## src/rtl/pad_serial_reader.sv

```systemverilog
// pad_serial_reader: polls one NES-style controller port.
// Drives pad_latch/pad_clk and shifts in 8 serial bits. It presents them as an
// active-high button byte with a one-cycle valid pulse.
// Optional build macro: PAD_SERIAL_READER_DEBOUNCE_EN. When it is defined,
// the button byte is accepted only when two consecutive polls read the same value.
module pad_serial_reader #(
    parameter int LATCH_CYCLES = 128,
    parameter int HALF_CYCLES  = 64,
    parameter int POLL_CYCLES  = 179000
) (
    input  logic       clk,
    input  logic       reset,
    input  logic       enable,
    output logic       pad_latch,
    output logic       pad_clk,
    input  logic       pad_data,
    output logic [7:0] buttons,
    output logic       valid,
    output logic       busy
);

    localparam int PH_MAX = (LATCH_CYCLES > HALF_CYCLES) ? LATCH_CYCLES : HALF_CYCLES;
    localparam int PH_W   = $clog2(PH_MAX + 1);
    localparam int CNT_W  = $clog2(POLL_CYCLES + 1);

    localparam logic [PH_W-1:0]  LATCH_LOAD = PH_W'(LATCH_CYCLES - 1);
    localparam logic [PH_W-1:0]  HALF_LOAD  = PH_W'(HALF_CYCLES - 1);
    localparam logic [CNT_W-1:0] POLL_LAST  = CNT_W'(POLL_CYCLES - 1);

    typedef enum logic [2:0] {
        ST_IDLE,
        ST_LATCH,
        ST_LOW,
        ST_HIGH,
        ST_DONE
    } state_t;

    state_t           state_reg, state_next;
    logic [PH_W-1:0]  phase_reg, phase_next;
    logic [2:0]       idx_reg, idx_next;
    logic [7:0]       shift_reg, shift_next;
    logic [7:0]       buttons_reg, buttons_next;
    logic             valid_reg, valid_next;
    logic [CNT_W-1:0] poll_cnt_reg, poll_cnt_next;
    logic             req_reg, req_next;
    logic [1:0]       sync_reg;
    logic             pad_latch_reg, pad_latch_next;
    logic             pad_clk_reg, pad_clk_next;
    logic             busy_reg, busy_next;
`ifdef PAD_SERIAL_READER_DEBOUNCE_EN
    logic [7:0]       prev_raw_reg, prev_raw_next;
`endif

    logic wrap;
    logic accept;
    logic phase_last;
    logic sample_en;
    logic sample_bit;

    assign wrap       = (poll_cnt_reg == POLL_LAST);
    assign accept     = (state_reg == ST_IDLE) && enable && (req_reg || wrap);
    assign phase_last = (phase_reg == '0);
    // The pad drives data active-low, so a low level means the button is pressed.
    assign sample_bit = ~sync_reg[1];

    // Per-bit write enables: only the bit selected by the index takes the sample.
    for (genvar gi = 0; gi < 8; gi++) begin : g_shift
        assign shift_next[gi] = (sample_en && (idx_reg == 3'(gi))) ? sample_bit : shift_reg[gi];
    end

    // Two-flop synchronizer for the asynchronous pad data line.
    always_ff @(posedge clk) begin
        if (reset) begin
            sync_reg <= 2'b11;
        end else begin
            sync_reg <= {sync_reg[0], pad_data};
        end
    end

    // State register and all registered outputs.
    always_ff @(posedge clk) begin
        if (reset) begin
            state_reg     <= ST_IDLE;
            phase_reg     <= '0;
            idx_reg       <= 3'd0;
            shift_reg     <= 8'h00;
            buttons_reg   <= 8'h00;
            valid_reg     <= 1'b0;
            poll_cnt_reg  <= POLL_LAST;
            req_reg       <= 1'b0;
            pad_latch_reg <= 1'b0;
            pad_clk_reg   <= 1'b0;
            busy_reg      <= 1'b0;
`ifdef PAD_SERIAL_READER_DEBOUNCE_EN
            prev_raw_reg  <= 8'h00;
`endif
        end else begin
            state_reg     <= state_next;
            phase_reg     <= phase_next;
            idx_reg       <= idx_next;
            shift_reg     <= shift_next;
            buttons_reg   <= buttons_next;
            valid_reg     <= valid_next;
            poll_cnt_reg  <= poll_cnt_next;
            req_reg       <= req_next;
            pad_latch_reg <= pad_latch_next;
            pad_clk_reg   <= pad_clk_next;
            busy_reg      <= busy_next;
`ifdef PAD_SERIAL_READER_DEBOUNCE_EN
            prev_raw_reg  <= prev_raw_next;
`endif
        end
    end

    // Next-state logic: poll timer, request latch and the latch/shift sequencer.
    always_comb begin
        state_next    = state_reg;
        phase_next    = phase_reg - PH_W'(1);
        idx_next      = idx_reg;
        buttons_next  = buttons_reg;
        valid_next    = 1'b0;
        sample_en     = 1'b0;
`ifdef PAD_SERIAL_READER_DEBOUNCE_EN
        prev_raw_next = prev_raw_reg;
`endif
        poll_cnt_next = wrap ? '0 : poll_cnt_reg + CNT_W'(1);

        // A request waits for IDLE; disabling polling discards it.
        if (!enable) begin
            req_next = 1'b0;
        end else if (accept) begin
            req_next = 1'b0;
        end else if (wrap) begin
            req_next = 1'b1;
        end else begin
            req_next = req_reg;
        end

        case (state_reg)
            ST_IDLE: begin
                phase_next = phase_reg;
                if (accept) begin
                    state_next = ST_LATCH;
                    phase_next = LATCH_LOAD;
                    idx_next   = 3'd0;
                end
            end
            ST_LATCH: begin
                if (phase_last) begin
                    state_next = ST_LOW;
                    phase_next = HALF_LOAD;
                end
            end
            ST_LOW: begin
                if (phase_last) begin
                    // Sample at the end of the low phase. By then the synchronizer
                    // has settled on the bit shifted out by the previous rising edge.
                    sample_en  = 1'b1;
                    phase_next = HALF_LOAD;
                    state_next = (idx_reg == 3'd7) ? ST_DONE : ST_HIGH;
                end
            end
            ST_HIGH: begin
                if (phase_last) begin
                    state_next = ST_LOW;
                    phase_next = HALF_LOAD;
                    idx_next   = idx_reg + 3'd1;
                end
            end
            ST_DONE: begin
                state_next = ST_IDLE;
                phase_next = '0;
`ifdef PAD_SERIAL_READER_DEBOUNCE_EN
                prev_raw_next = shift_reg;
                if (shift_reg == prev_raw_reg) begin
                    buttons_next = shift_reg;
                    valid_next   = 1'b1;
                end
`else
                buttons_next = shift_reg;
                valid_next   = 1'b1;
`endif
            end
            default: begin
                state_next = ST_IDLE;
                phase_next = '0;
            end
        endcase

        pad_latch_next = (state_next == ST_LATCH);
        pad_clk_next   = (state_next == ST_HIGH);
        busy_next      = (state_next != ST_IDLE);
    end

    assign pad_latch = pad_latch_reg;
    assign pad_clk   = pad_clk_reg;
    assign buttons   = buttons_reg;
    assign valid     = valid_reg;
    assign busy      = busy_reg;

endmodule

```

## config.mk

```make
export PLATFORM = sky130hd
export DESIGN_NAME = pad_serial_reader
export DESIGN_NICKNAME = d
export VERILOG_FILES = /design/src/rtl/pad_serial_reader.sv
export SDC_FILE = /design/constraint.sdc
export NUM_CORES = 1
export LEC_CHECK = 0
export ABC_AREA = 1
export ABC_CLOCK_PERIOD_IN_PS = 3400
export BUFFER_PORTS_ARGS = -buffer_cell sky130_fd_sc_hd__buf_2
export CORE_MARGIN = 2
export CORE_UTILIZATION = 63
export DETAILED_ROUTE_END_ITERATION = 8
export PLACE_DENSITY = 0.88
export SLEW_MARGIN = 10
export SYNTH_ARGS = -nofsm -noshare
export SYNTH_HDL_FRONTEND = slang
export SYNTH_SLANG_ARGS = --single-unit
```

## constraint.sdc

```tcl
create_clock -name clk -period 3.4 [get_ports clk]
set_input_delay 0.51 -clock clk [delete_from_list [all_inputs] [get_ports clk]]
set_output_delay 0.51 -clock clk [all_outputs]
set_load 0.03 [all_outputs]
```

## Word-level counts from Yosys, hierarchy flattened

Cells that the tools add are included.
Widths: inputs -> output; s select.

- Multiplexer cells: 15
- Add/sub/neg operators: 3
- Bitwise logic cells: 2
- Equality and inequality tests: 16
- Reduce and logical (&&, ||, !) cells: 21

Operators with widths:

| operator | number |
|---|---|
| $add 18x1->18 const B | 1 |
| $eq 18x18->1 const B | 1 |
| $mux 18 | 1 |
| $mux 3 | 6 |
| $mux 8 | 2 |
| $pmux 8 s2 | 1 |
| $eq 3x2->1 const B | 5 |
| $eq 3x3->1 const B | 5 |
| $logic_and 1x1->1 | 10 |
| $eq 3x1->1 const B | 3 |
| $pmux 3 s3 | 1 |
| $logic_not 8->1 | 1 |
| $sub 8x1->8 const B | 1 |
| $logic_not 3->1 | 2 |
| $pmux 3 s2 | 1 |
| $reduce_or 3->1 | 2 |
| $ne 2x2->1 const B | 2 |
| $reduce_or 2->1 | 2 |
| $add 3x1->3 const B | 1 |
| $mux 1 | 3 |
| $reduce_and 3->1 | 1 |
| $reduce_bool 3->1 | 1 |
| $not 1->1 | 2 |
| $reduce_bool 2->1 | 1 |
| $logic_or 1x1->1 | 1 |

- Register bits: 55

## Depth between registers and ports, before layout

Gate-level depths: netlist of the first run.

- Word-level depth: 6
- Gate-level depth with buffers: 12
- Depth with buffers taken out: 11

## Worst setup path after synthesis of the first run

Ideal clock, no wire load.

- Kind: register to register
- From: register poll_cnt_reg[0]
- To: register idx_reg[1]
- Clock period less this slack: 1.559 ns
- Stages on the path, launching flop included: 12
- Setup slack: 1.841 ns
- Arrival time: 1.445 ns
- Buffers on the path: 1
- Required time: 3.287 ns
- Path through: dfxtp_1 > ha_1 > nand2_2 > nor3_2 > nand3_1 > nand2_1 > nand2_2 > nand2_2 > buf_6 > nand3_2 > nand2_1 > nor2_2

- Longest elaborated chain between the ends: 5

Ends and longest elaborated chain:

| item | line | RTL |
|---|---|---|
| start, declared | 44 | `logic [CNT_W-1:0] poll_cnt_reg, poll_cnt_next;` |
| start signal, assigned | 104 | `poll_cnt_reg <= poll_cnt_next;` |
| $eq 18x18->1 | 60 | `assign wrap = (poll_cnt_reg == POLL_LAST);` |
| $logic_or 1x1->1 | 61 | `assign accept = (state_reg == ST_IDLE) && enable && (req_reg \|\| wrap);` |
| $logic_and 1x1->1 | 61 |  |
| $ne 2x2->1 (no line) | - |  |
| $reduce_and 3->1 (no line) | - |  |
| end signal, assigned | 100 | `idx_reg <= idx_next;` |
| end, declared | 40 | `logic [2:0] idx_reg, idx_next;` |

No other way between the ends.
A chain may end at the register's enable or synchronous reset.

## Worst setup path after layout of the first run

- From: register poll_cnt_reg[0]
- To: register idx_reg[0]

Same word-level chain as after synthesis.

==> reports/qor.yml, run 1 <==
status: "completed"
ys_warn_count: 0
p_leak_uw: 0.00133
wirelength_um: 5550
power_density_nw_per_um2: 790
diodes: 0
grt_util_all_layers_pct: 24.3
vias: 2375
die_h_um: 69.6
drt-pass1-iter-count: 4
fin_setup_tns_ns: 0
fin_util_pct: 71.4
rsz0062_at_grt: "false"
irDropWorstVdd_mv: 0.575
drive_gt1_share_pct: 17.0
hold_class: "input port to register"
die_width_um: 69.6
syn_nets: 380
postRouteAntennaNets: 0
routabilityCongestion: 0.912
hold_end: "sync_reg[0]"
path_class: "register to register"
ff2ff_setup_slack_ns: 1.22
total_power_uw: 2290
dp_hpwl_um: 4120
clk_pin_slew_ns: 0.10
cts-root-buf: "clkbuf_8"
setup_ws_ns: 1.22
finalCriticalPeriod_ns: 2.18
clk_path_buf_depth: 2
finClkSkew_ns: 0.0131
worstPathMaxFanout: 12
post-cts-setup-buffer-count: 0
rows: 23
mostFrequentLayoutCells: "71 x nand2_1, 55 x dfxtp_1, 39 x inv_1"
avgSynthCellArea_sq_um: 7.37
crit_arrival_ns: 2.40
cp.required_ns: 3.62
final_nets: 394
wire_per_inst_um: 12.8
grt_pass1_vias: 2246
drt_iter0_drc: 182
holdWs_ns: 0.372
overflow: 0
reg2reg_from: "poll_cnt_reg[0]"
whs_path_depth: 2
core_sq_um: 4060
syn-cell-area_sq_um: 2710
r2r_end: "idx_reg[0]"
dp_slack_ns: 1.26
relSlewSlack_pct: 54.2
regArea_sq_um: 1100
multiInputGateArea_sq_um: 1390
cp-start-kind: "register"
hp-start: "pad_data"
antenna_found_initial: 0
cap_violations: 0
ys_types: 34
ioPinCount: 16
port_buffers: 15
cts_max_level: 2
drc: 0
grt_pass1_wl_um: 9700
cts_tree: "built"
grt_max_degree: 23
largest_register_ffs: 18
final_common_cell: "nand2_1"
final-hold-violation-count: 0
syn_to_final_growth_pct: 6.87
fillers: 333
ctsHoldBuffers: 0
via_per_inst: 5.48
r2r_cells: 10
die_area_sq_um: 4850
cp-end-kind: "register"
clock-sinks: 55
start_util_pct: 66.9
post-route-period-util_pct: 64.0
drv_slew: 0
worst_pin_slew_ns: 0.687
setup_viol: 0
cts_resized: 0
cts-buffers-inserted: 5
synth_cells: 368
clk-insertion-delay-late_ns: 0.32
max_freq_ghz: 0.459
ys_ff_latch: 55
yosysSeqAreaShare_pct: 40.6
-- cell usage after synthesis --
| cell | number | area (sq um) |
|---|---|---|
| a21oi_1 | 20 | 100 |
| a21oi_2 | 2 | 17.5 |
| a31o_2 | 1 | 8.76 |
| a31oi_1 | 2 | 12.5 |
| and2_1 | 1 | 6.26 |
| buf_2 | 2 | 10.0 |
| buf_6 | 2 | 22.5 |
| clkbuf_1 | 5 | 18.8 |
| dfxtp_1 | 55 | 1100 |
| ha_1 | 8 | 100 |
| inv_1 | 39 | 146 |
| inv_2 | 7 | 26.3 |
| nand2_1 | 71 | 267 |
| nand2_2 | 5 | 31.3 |
| nand3_1 | 35 | 175 |
| nand3_2 | 3 | 30.0 |
| nand3_4 | 2 | 35.0 |
| nand3b_1 | 1 | 7.51 |
| nand4_1 | 12 | 75.1 |
| nor2_1 | 38 | 143 |
| nor2_2 | 6 | 37.5 |
| nor2_4 | 4 | 45.0 |
| nor3_1 | 5 | 25.0 |
| nor3_2 | 4 | 40.0 |
| nor3b_1 | 1 | 7.51 |
| nor4_1 | 1 | 6.26 |
| o211ai_1 | 1 | 7.51 |
| o21ai_0 | 14 | 70.1 |
| o21ai_1 | 8 | 40.0 |
| o21ai_2 | 2 | 17.5 |
| o31ai_1 | 1 | 7.51 |
| or2_2 | 5 | 31.3 |
| xnor2_1 | 1 | 8.76 |
| xor2_1 | 4 | 35.0 |
-- kinds of logic after synthesis --
| family | count (synthesis) | share of synthesized area, % |
|---|---|---|
| and+or+nand+nor | 194 | 35.5 |
| buffers and inverters | 55 | 8.26 |
| AOI/OAI and AO/OA | 51 | 10.4 |
| adders and majority gates | 8 | 3.69 |
| xor gates and xnor gates | 5 | 1.61 |
| DFF | 55 | 40.6 |
-- layout make-up --
class | instances | area share, %
Sequential cell | 55 | 38.0
Multi-Input combinational cell | 258 | 47.9
Clock buffer | 5 | 2.37
Timing Repair Buffer | 16 | 2.85
Inverter | 46 | 5.96
Clock inverter | 3 | 0.820
Tap cell | 50 | 2.16
-- metrics by stage --
stage | cell area [sq um] | cells
after floorplan | 2710 | 368
after global placement | 2810 | 425
after detailed placement | 2810 | 425
after CTS | 2900 | 433
after global routing | 2900 | 433
final | 2900 | 433
-- worst max-delay path, cell delays in order (launching register included) --
cell and delay (ns):
dfxtp_1 0.44, ha_1 0.24, nand2_2 0.10, nor3_2 0.19, nand3_1 0.35, nand2_1 0.18
nand2_2 0.09, nand2_2 0.24, nand3_1 0.12, nand2_1 0.08, nor2_1 0.05
-- worst max-delay path by stage --
stage | from | to | cells after the start
2_1_floorplan | poll_cnt_reg[0] | idx_reg[1] | 11
3_3_place_gp | poll_cnt_reg[0] | idx_reg[2] | 10
3_5_place_dp | poll_cnt_reg[0] | idx_reg[0] | 10
4_1_cts | poll_cnt_reg[0] | idx_reg[0] | 10
5_1_grt | poll_cnt_reg[0] | idx_reg[2] | 10
6_report | poll_cnt_reg[0] | idx_reg[0] | 10
-- where the power goes --
part | switching (uW) | total, uW | internal [uW]
sequential | 124 | 887 | 763
clock | 225 | 374 | 149
combinational | 686 | 1030 | 342
-- metal layers --
layer	track usage [%]	wire [um]
met5	0	0
met4	8.12	90
met3	5.09	215
met2	41.7	2770
met1	30.5	2480
Note: power is estimated with default switching activity, not from simulation.
==> run 2: changes to the inputs <==
--- a/config.mk
+++ b/config.mk
@@ -6,12 +6,12 @@
 export NUM_CORES = 1
 export LEC_CHECK = 0
 export ABC_AREA = 1
-export ABC_CLOCK_PERIOD_IN_PS = 3400
+export ABC_CLOCK_PERIOD_IN_PS = 2300
 export BUFFER_PORTS_ARGS = -buffer_cell sky130_fd_sc_hd__buf_2
 export CORE_MARGIN = 2
-export CORE_UTILIZATION = 63
+export CORE_UTILIZATION = 60
 export DETAILED_ROUTE_END_ITERATION = 8
-export PLACE_DENSITY = 0.88
+export PLACE_DENSITY = 0.85
 export SLEW_MARGIN = 10
 export SYNTH_ARGS = -nofsm -noshare
 export SYNTH_HDL_FRONTEND = slang
==> constraint.sdc (replaced) <==
create_clock -name clk -period 2.3 [get_ports clk]
set_input_delay 0.345 -clock clk [delete_from_list [all_inputs] [get_ports clk]]
set_output_delay 0.345 -clock clk [all_outputs]
set_load 0.03 [all_outputs]
==> run 2 against run 1 <==
- setup slack got worse by 0.78 ns
- power grew 48%
- sequential power up 49%
- critical path depth unchanged
- clock power rose by 38%
- first-iteration DRC count rose by 25%
- combinational power is 50% higher
- worst hold slack got worse by 0.16 ns
- flip-flop and latch count unchanged
- wire length increased by 1.3%
- fmax rose by 17%
- register-to-register slack lost 0.78 ns
- largest cell class unchanged
- highest routed layer unchanged
==> reports/qor.yml, run 2 (synthesized netlist as in run 1, its figures left out) <==
cts_tree: "built"  # unchanged
fin_cells: 437  # was 433
routabilityCongestion: 0.965  # was 0.912
whs_path_depth: 2  # unchanged
worst_pin_slew_ns: 0.376  # was 0.687 ns
cts-root-buf: "clkbuf_8"  # unchanged
rows: 24  # was 23
overflow: 0  # unchanged
grt_pass1_vias: 2179  # was 2246
reg2reg_from: "poll_cnt_reg[0]"  # unchanged
hold_class: "input port to register"  # unchanged
cp-start-kind: "register"  # unchanged
ctsHoldBuffers: 0  # unchanged
rsz0062_at_grt: "false"  # unchanged
dp_slack_ns: 0.471  # was 1.26 ns
port_buffers: 15  # unchanged
fin_setup_tns_ns: 0  # unchanged
diodes: 0  # unchanged
die_width_um: 71.2  # was 69.6 um
cts-buffers-inserted: 5  # unchanged
dpl_cell_area_sq_um: 2820  # was 2810 sq um
core_sq_um: 4350  # was 4060 sq um
final_common_cell: "nand2_1"  # unchanged
ioPinCount: 16  # unchanged
final-hold-violation-count: 0  # unchanged
r2r_cells: 10  # unchanged
final_area_sq_um: 2910  # was 2900 sq um
ff2ff_setup_slack_ns: 0.44  # was 1.22 ns
relSlewSlack_pct: 74.7  # was 54.2%
cts_max_level: 2  # unchanged
grt_max_degree: 18  # was 23
antenna_found_initial: 0  # unchanged
p_leak_uw: 0.00133  # about the same
drc: 0  # unchanged
max_freq_ghz: 0.538  # was 0.459 GHz
worstPathMaxFanout: 12  # unchanged
drt-pass1-iter-count: 4  # unchanged
cts_resized: 0  # unchanged
mostFrequentLayoutCells: "71 x nand2_1, 55 x dfxtp_1, 39 x inv_1"  # unchanged
fin_util_pct: 66.8  # was 71.4%
status: "completed"  # unchanged
r2r_end: "idx_reg[2]"  # was idx_reg[0]
crit_arrival_ns: 2.07  # was 2.40 ns
vias: 2394  # was 2375
dp.cells: 429  # was 425
cp.required_ns: 2.51  # was 3.62 ns
clock-sinks: 55  # unchanged
drive_gt1_share_pct: 17.1  # was 17.0%
clk_path_buf_depth: 2  # unchanged
finClkSkew_ns: 0.00598  # was 0.0131 ns
setup_viol: 0  # unchanged
via_per_inst: 5.48  # about the same
postRouteAntennaNets: 0  # unchanged
hold_end: "sync_reg[0]"  # unchanged
setup_ws_ns: 0.440  # was 1.22 ns
post-route-period-util_pct: 80.9  # was 64.0%
clk_pin_slew_ns: 0.10  # about the same
hp-start: "pad_data"  # unchanged
post-cts-setup-buffer-count: 0  # unchanged
path_class: "register to register"  # unchanged
wirelength_um: 5630  # was 5550 um
power_density_nw_per_um2: 1160  # was 790 nW/um^2
cp-end-kind: "register"  # unchanged
cap_violations: 0  # unchanged
die_area_sq_um: 5080  # was 4850 sq um
final_nets: 396  # was 394
clk-insertion-delay-late_ns: 0.30  # was 0.32 ns
largest_register_ffs: 18  # unchanged
irDropWorstVdd_mv: 0.950  # was 0.575 mV
grt_pass1_wl_um: 9550  # was 9700 um
die_h_um: 71.2  # was 69.6 um
grt_util_all_layers_pct: 23.1  # was 24.3%
wire_per_inst_um: 12.9  # was 12.8 um
dp_hpwl_um: 4130  # was 4120 um
drt_iter0_drc: 227  # was 182
syn_to_final_growth_pct: 7.24  # was 6.87%
start_util_pct: 62.3  # was 66.9%
drv_slew: 0  # unchanged
finalCriticalPeriod_ns: 1.86  # was 2.18 ns
-- run 2: cell types whose count changed in the layout (fill, tap and decap cells not counted), sizes merged --
cell / delta
buf: +2
clkbuf: +1
inv: -1
-- run 2: routing by layer --
metal / vias to the layer above / global-route usage (%) / part of all wire, %
met5: - / 0 / 0
met4: 0 / 7.76 / 1.5
met3: 12 / 4.08 / 4.9
met2: 62 / 36.1 / 47
met1: 1093 / 32.4 / 47
li1: 1227 / - / -
-- run 2: power by group --
part	switching (uW)	total (uW)	internal, uW
Combinational	1030	1540	516
Clock	303	517	214
Sequential	188	1320	1130
Total	1520	3380	1860
-- run 2: layout make-up --
type	instances	area, sq um
clock buffers	6	72.6
clock inverters	2	12.5
fillers	355	1450
multi-input cells	258	1390
well taps	52	65.1
repair buffers	18	97.6
inverters	46	173
flip-flops and latches	55	1100
-- run 2: worst max-delay path, stage by stage, from the launching register on --
cell and delay, ns:
dfxtp_1 0.45, ha_1 0.26, nand2_2 0.11, nor3_2 0.18, nand3_1 0.12, nand2_1 0.09, nand2_2 0.07, nand2_2 0.24
nand3_1 0.12, nand2_1 0.09, nor2_2 0.03
-- run 2: worst max path at each step --
stage | startpoint | to | cells after the start
2_1_floorplan | poll_cnt_reg[0] | idx_reg[1] | 11
3_3_place_gp | poll_cnt_reg[0] | idx_reg[2] | 10
3_5_place_dp | poll_cnt_reg[0] | idx_reg[2] | 10
4_1_cts | poll_cnt_reg[0] | idx_reg[2] | 10
5_1_grt | poll_cnt_reg[0] | idx_reg[2] | 10
6_report | poll_cnt_reg[0] | idx_reg[2] | 10
-- run 2: per-stage QoR --
stage               hold WS (ns)  total power [uW]
floorplan                  0.389              2590
finish                     0.216              3380
global route               0.228              3650
CTS                        0.209              3380
detailed placement         0.400              2860
global placement           0.392              2800
==> run 3: changes to the inputs <==
--- a/config.mk
+++ b/config.mk
@@ -6,12 +6,12 @@
 export NUM_CORES = 1
 export LEC_CHECK = 0
 export ABC_AREA = 1
-export ABC_CLOCK_PERIOD_IN_PS = 2300
+export ABC_CLOCK_PERIOD_IN_PS = 1600
 export BUFFER_PORTS_ARGS = -buffer_cell sky130_fd_sc_hd__buf_2
 export CORE_MARGIN = 2
-export CORE_UTILIZATION = 60
+export CORE_UTILIZATION = 54
 export DETAILED_ROUTE_END_ITERATION = 8
-export PLACE_DENSITY = 0.85
+export PLACE_DENSITY = 0.81
 export SLEW_MARGIN = 10
 export SYNTH_ARGS = -nofsm -noshare
 export SYNTH_HDL_FRONTEND = slang
==> constraint.sdc (replaced) <==
create_clock -name clk -period 1.6 [get_ports clk]
set_input_delay 0.24 -clock clk [delete_from_list [all_inputs] [get_ports clk]]
set_output_delay 0.24 -clock clk [all_outputs]
set_load 0.03 [all_outputs]
==> run 3 against run 2 <==
- via count grew 4.4%
- register-to-register slack lost 0.43 ns
- die area grew 10%
- clock power grew 79%
- fmax grew 17%
- wire length grew 7.6%
- first-iteration DRC count shrank 55%
- worst hold slack lost 0.11 ns
- critical path depth shrank 1
- sequential power grew 42%
- final cell count grew 9.4%
- global-route usage shrank 0.77 points
- critical endpoint is now pad_clk
- largest power group unchanged
- highest routed layer unchanged
==> reports/qor.yml, run 3 (synthesized netlist as in run 1, its figures left out) <==
status: "completed"  # unchanged
routabilityCongestion: 0.909  # was 0.965
final_nets: 422  # was 396
fin_setup_tns_ns: 0  # unchanged
drc: 0  # unchanged
fillers: 411  # was 355
crit_arrival_ns: 1.78  # was 2.07 ns
irDropWorstVdd_mv: 1.38  # was 0.950 mV
grt_pass1_wl_um: 9800  # was 9550 um
antenna_found_initial: 0  # unchanged
port_buffers: 15  # unchanged
hold_class: "input port to register"  # unchanged
cp.required_ns: 1.80  # was 2.51 ns
wirelength_um: 6060  # was 5630 um
start_util_pct: 56.7  # was 62.3%
clk_pin_slew_ns: 0.10  # about the same
max_freq_ghz: 0.631  # was 0.538 GHz
dp_hpwl_um: 4220  # was 4130 um
multiInputGateArea_sq_um: 1470  # was 1390 sq um
postRouteAntennaNets: 0  # unchanged
cap_violations: 0  # unchanged
finalCriticalPeriod_ns: 1.59  # was 1.86 ns
cts-buffers-inserted: 5  # unchanged
setup_viol: 0  # unchanged
drive_gt1_share_pct: 27.5  # was 17.1%
rsz0062_at_grt: "true"  # was false
grt_max_degree: 18  # unchanged
worst_pin_slew_ns: 0.458  # was 0.376 ns
grt_util_all_layers_pct: 22.3  # was 23.1%
grt_pass1_vias: 2357  # was 2179
path_class: "register to register"  # unchanged
power_density_nw_per_um2: 1790  # was 1160 nW/um^2
cts-root-buf: "clkbuf_8"  # unchanged
ctsHoldBuffers: 0  # unchanged
cts_tree: "built"  # unchanged
worstPathMaxFanout: 4  # was 12
wire_per_inst_um: 12.7  # was 12.9 um
overflow: 0  # unchanged
die_width_um: 74.9  # was 71.2 um
rows: 25  # was 24
core_sq_um: 4790  # was 4350 sq um
final_common_cell: "nand2_1"  # unchanged
ioPinCount: 16  # unchanged
total_power_uw: 5840  # was 3380 uW
clk_path_buf_depth: 2  # unchanged
final-hold-violation-count: 0  # unchanged
die_area_sq_um: 5610  # was 5080 sq um
finClkSkew_ns: 0.0101  # was 0.00598 ns
p_leak_uw: 0.00150  # was 0.00133 uW
cp-end-kind: "register"  # unchanged
post-route-period-util_pct: 99.1  # was 80.9%
cts_max_level: 2  # unchanged
die_h_um: 74.9  # was 71.2 um
vias: 2500  # was 2394
drt_iter0_drc: 103  # was 227
relSlewSlack_pct: 69.2  # was 74.7%
largest_register_ffs: 18  # unchanged
drv_slew: 0  # unchanged
drt-pass1-iter-count: 4  # unchanged
clk-insertion-delay-late_ns: 0.31  # was 0.30 ns
regArea_sq_um: 1100  # about the same
clock-sinks: 55  # unchanged
cp-start-kind: "register"  # unchanged
via_per_inst: 5.23  # was 5.48
syn_to_final_growth_pct: 20.1  # was 7.24%
mostFrequentLayoutCells: "66 x nand2_1, 52 x dfxtp_1, 37 x inv_1, 37 x nor2_1, 30 x nand3_1"  # was 71 x nand2_1, 55 x dfxtp_1, 39 x inv_1
diodes: 0  # unchanged
==> run 3: report_power, final <==
group	total, uW	switching [uW]	internal [uW]
logic	3040	1770	1260
registers	1880	247	1630
clock network	923	450	473
==> run 3: metrics by stage <==
stage / cell area [sq um] / utilization (%) / hold slack, ns / setup slack (ns) / cells
3_5_place_dp: 2980 / 62.2 / 0.406 / -0.0771 / 462
2_1_floorplan: 2710 / - / 0.344 / 0.0413 / 368
4_1_cts: 3140 / 65.7 / 0.106 / 0.0000638 / 474
3_3_place_gp: 2980 / 62.2 / 0.397 / -0.0124 / 462
6_report: 3260 / 68.1 / 0.110 / 0.0141 / 478
5_1_grt: 3260 / 68.1 / 0.108 / -0.0997 / 478
==> run 3: worst paths after layout <==
kind	start	endpoint	slack (ns)	cells past startpoint
worst max-delay path	phase_reg[0]	pad_clk	0.01	9
worst min-delay path	pad_data	sync_reg[0]	0.11	2
worst max register to register	phase_reg[0]	pad_clk	0.01	9
worst min register to register	sync_reg[0]	sync_reg[1]	0.43	1
==> run 3: final cells by class <==
type	instances	share of cell area (%)
sequential	55	33.9
inverter	46	5.38
clock buffer	6	2.23
multi-input combinational	258	45.2
tap	67	2.57
clock inverter	2	1.19
timing repair buffer	44	9.49
==> run 3: repair_timing <==
action	in CTS	in global routing
gates resized for setup	2	25
pin swaps	2	11
setup endpoints to repair	14	28
hold endpoints to repair	0	0
setup buffers	4	4
==> run 3: critical path: stages (launching register included) <==
cell     delay (ns)
dfxtp_2        0.34
inv_2          0.08
ha_4           0.15
nand3_4        0.09
nor2_4         0.17
buf_4          0.13
nand4_1        0.10
nand3_1        0.12
nand3_1        0.10
and2_1         0.19
==> run 3: metal layers <==
metal	track usage (%)	part of all wire, %
met1	27.1	43
met2	38.9	52
met3	4.15	2.8
met4	8.93	2.3
met5	0	0
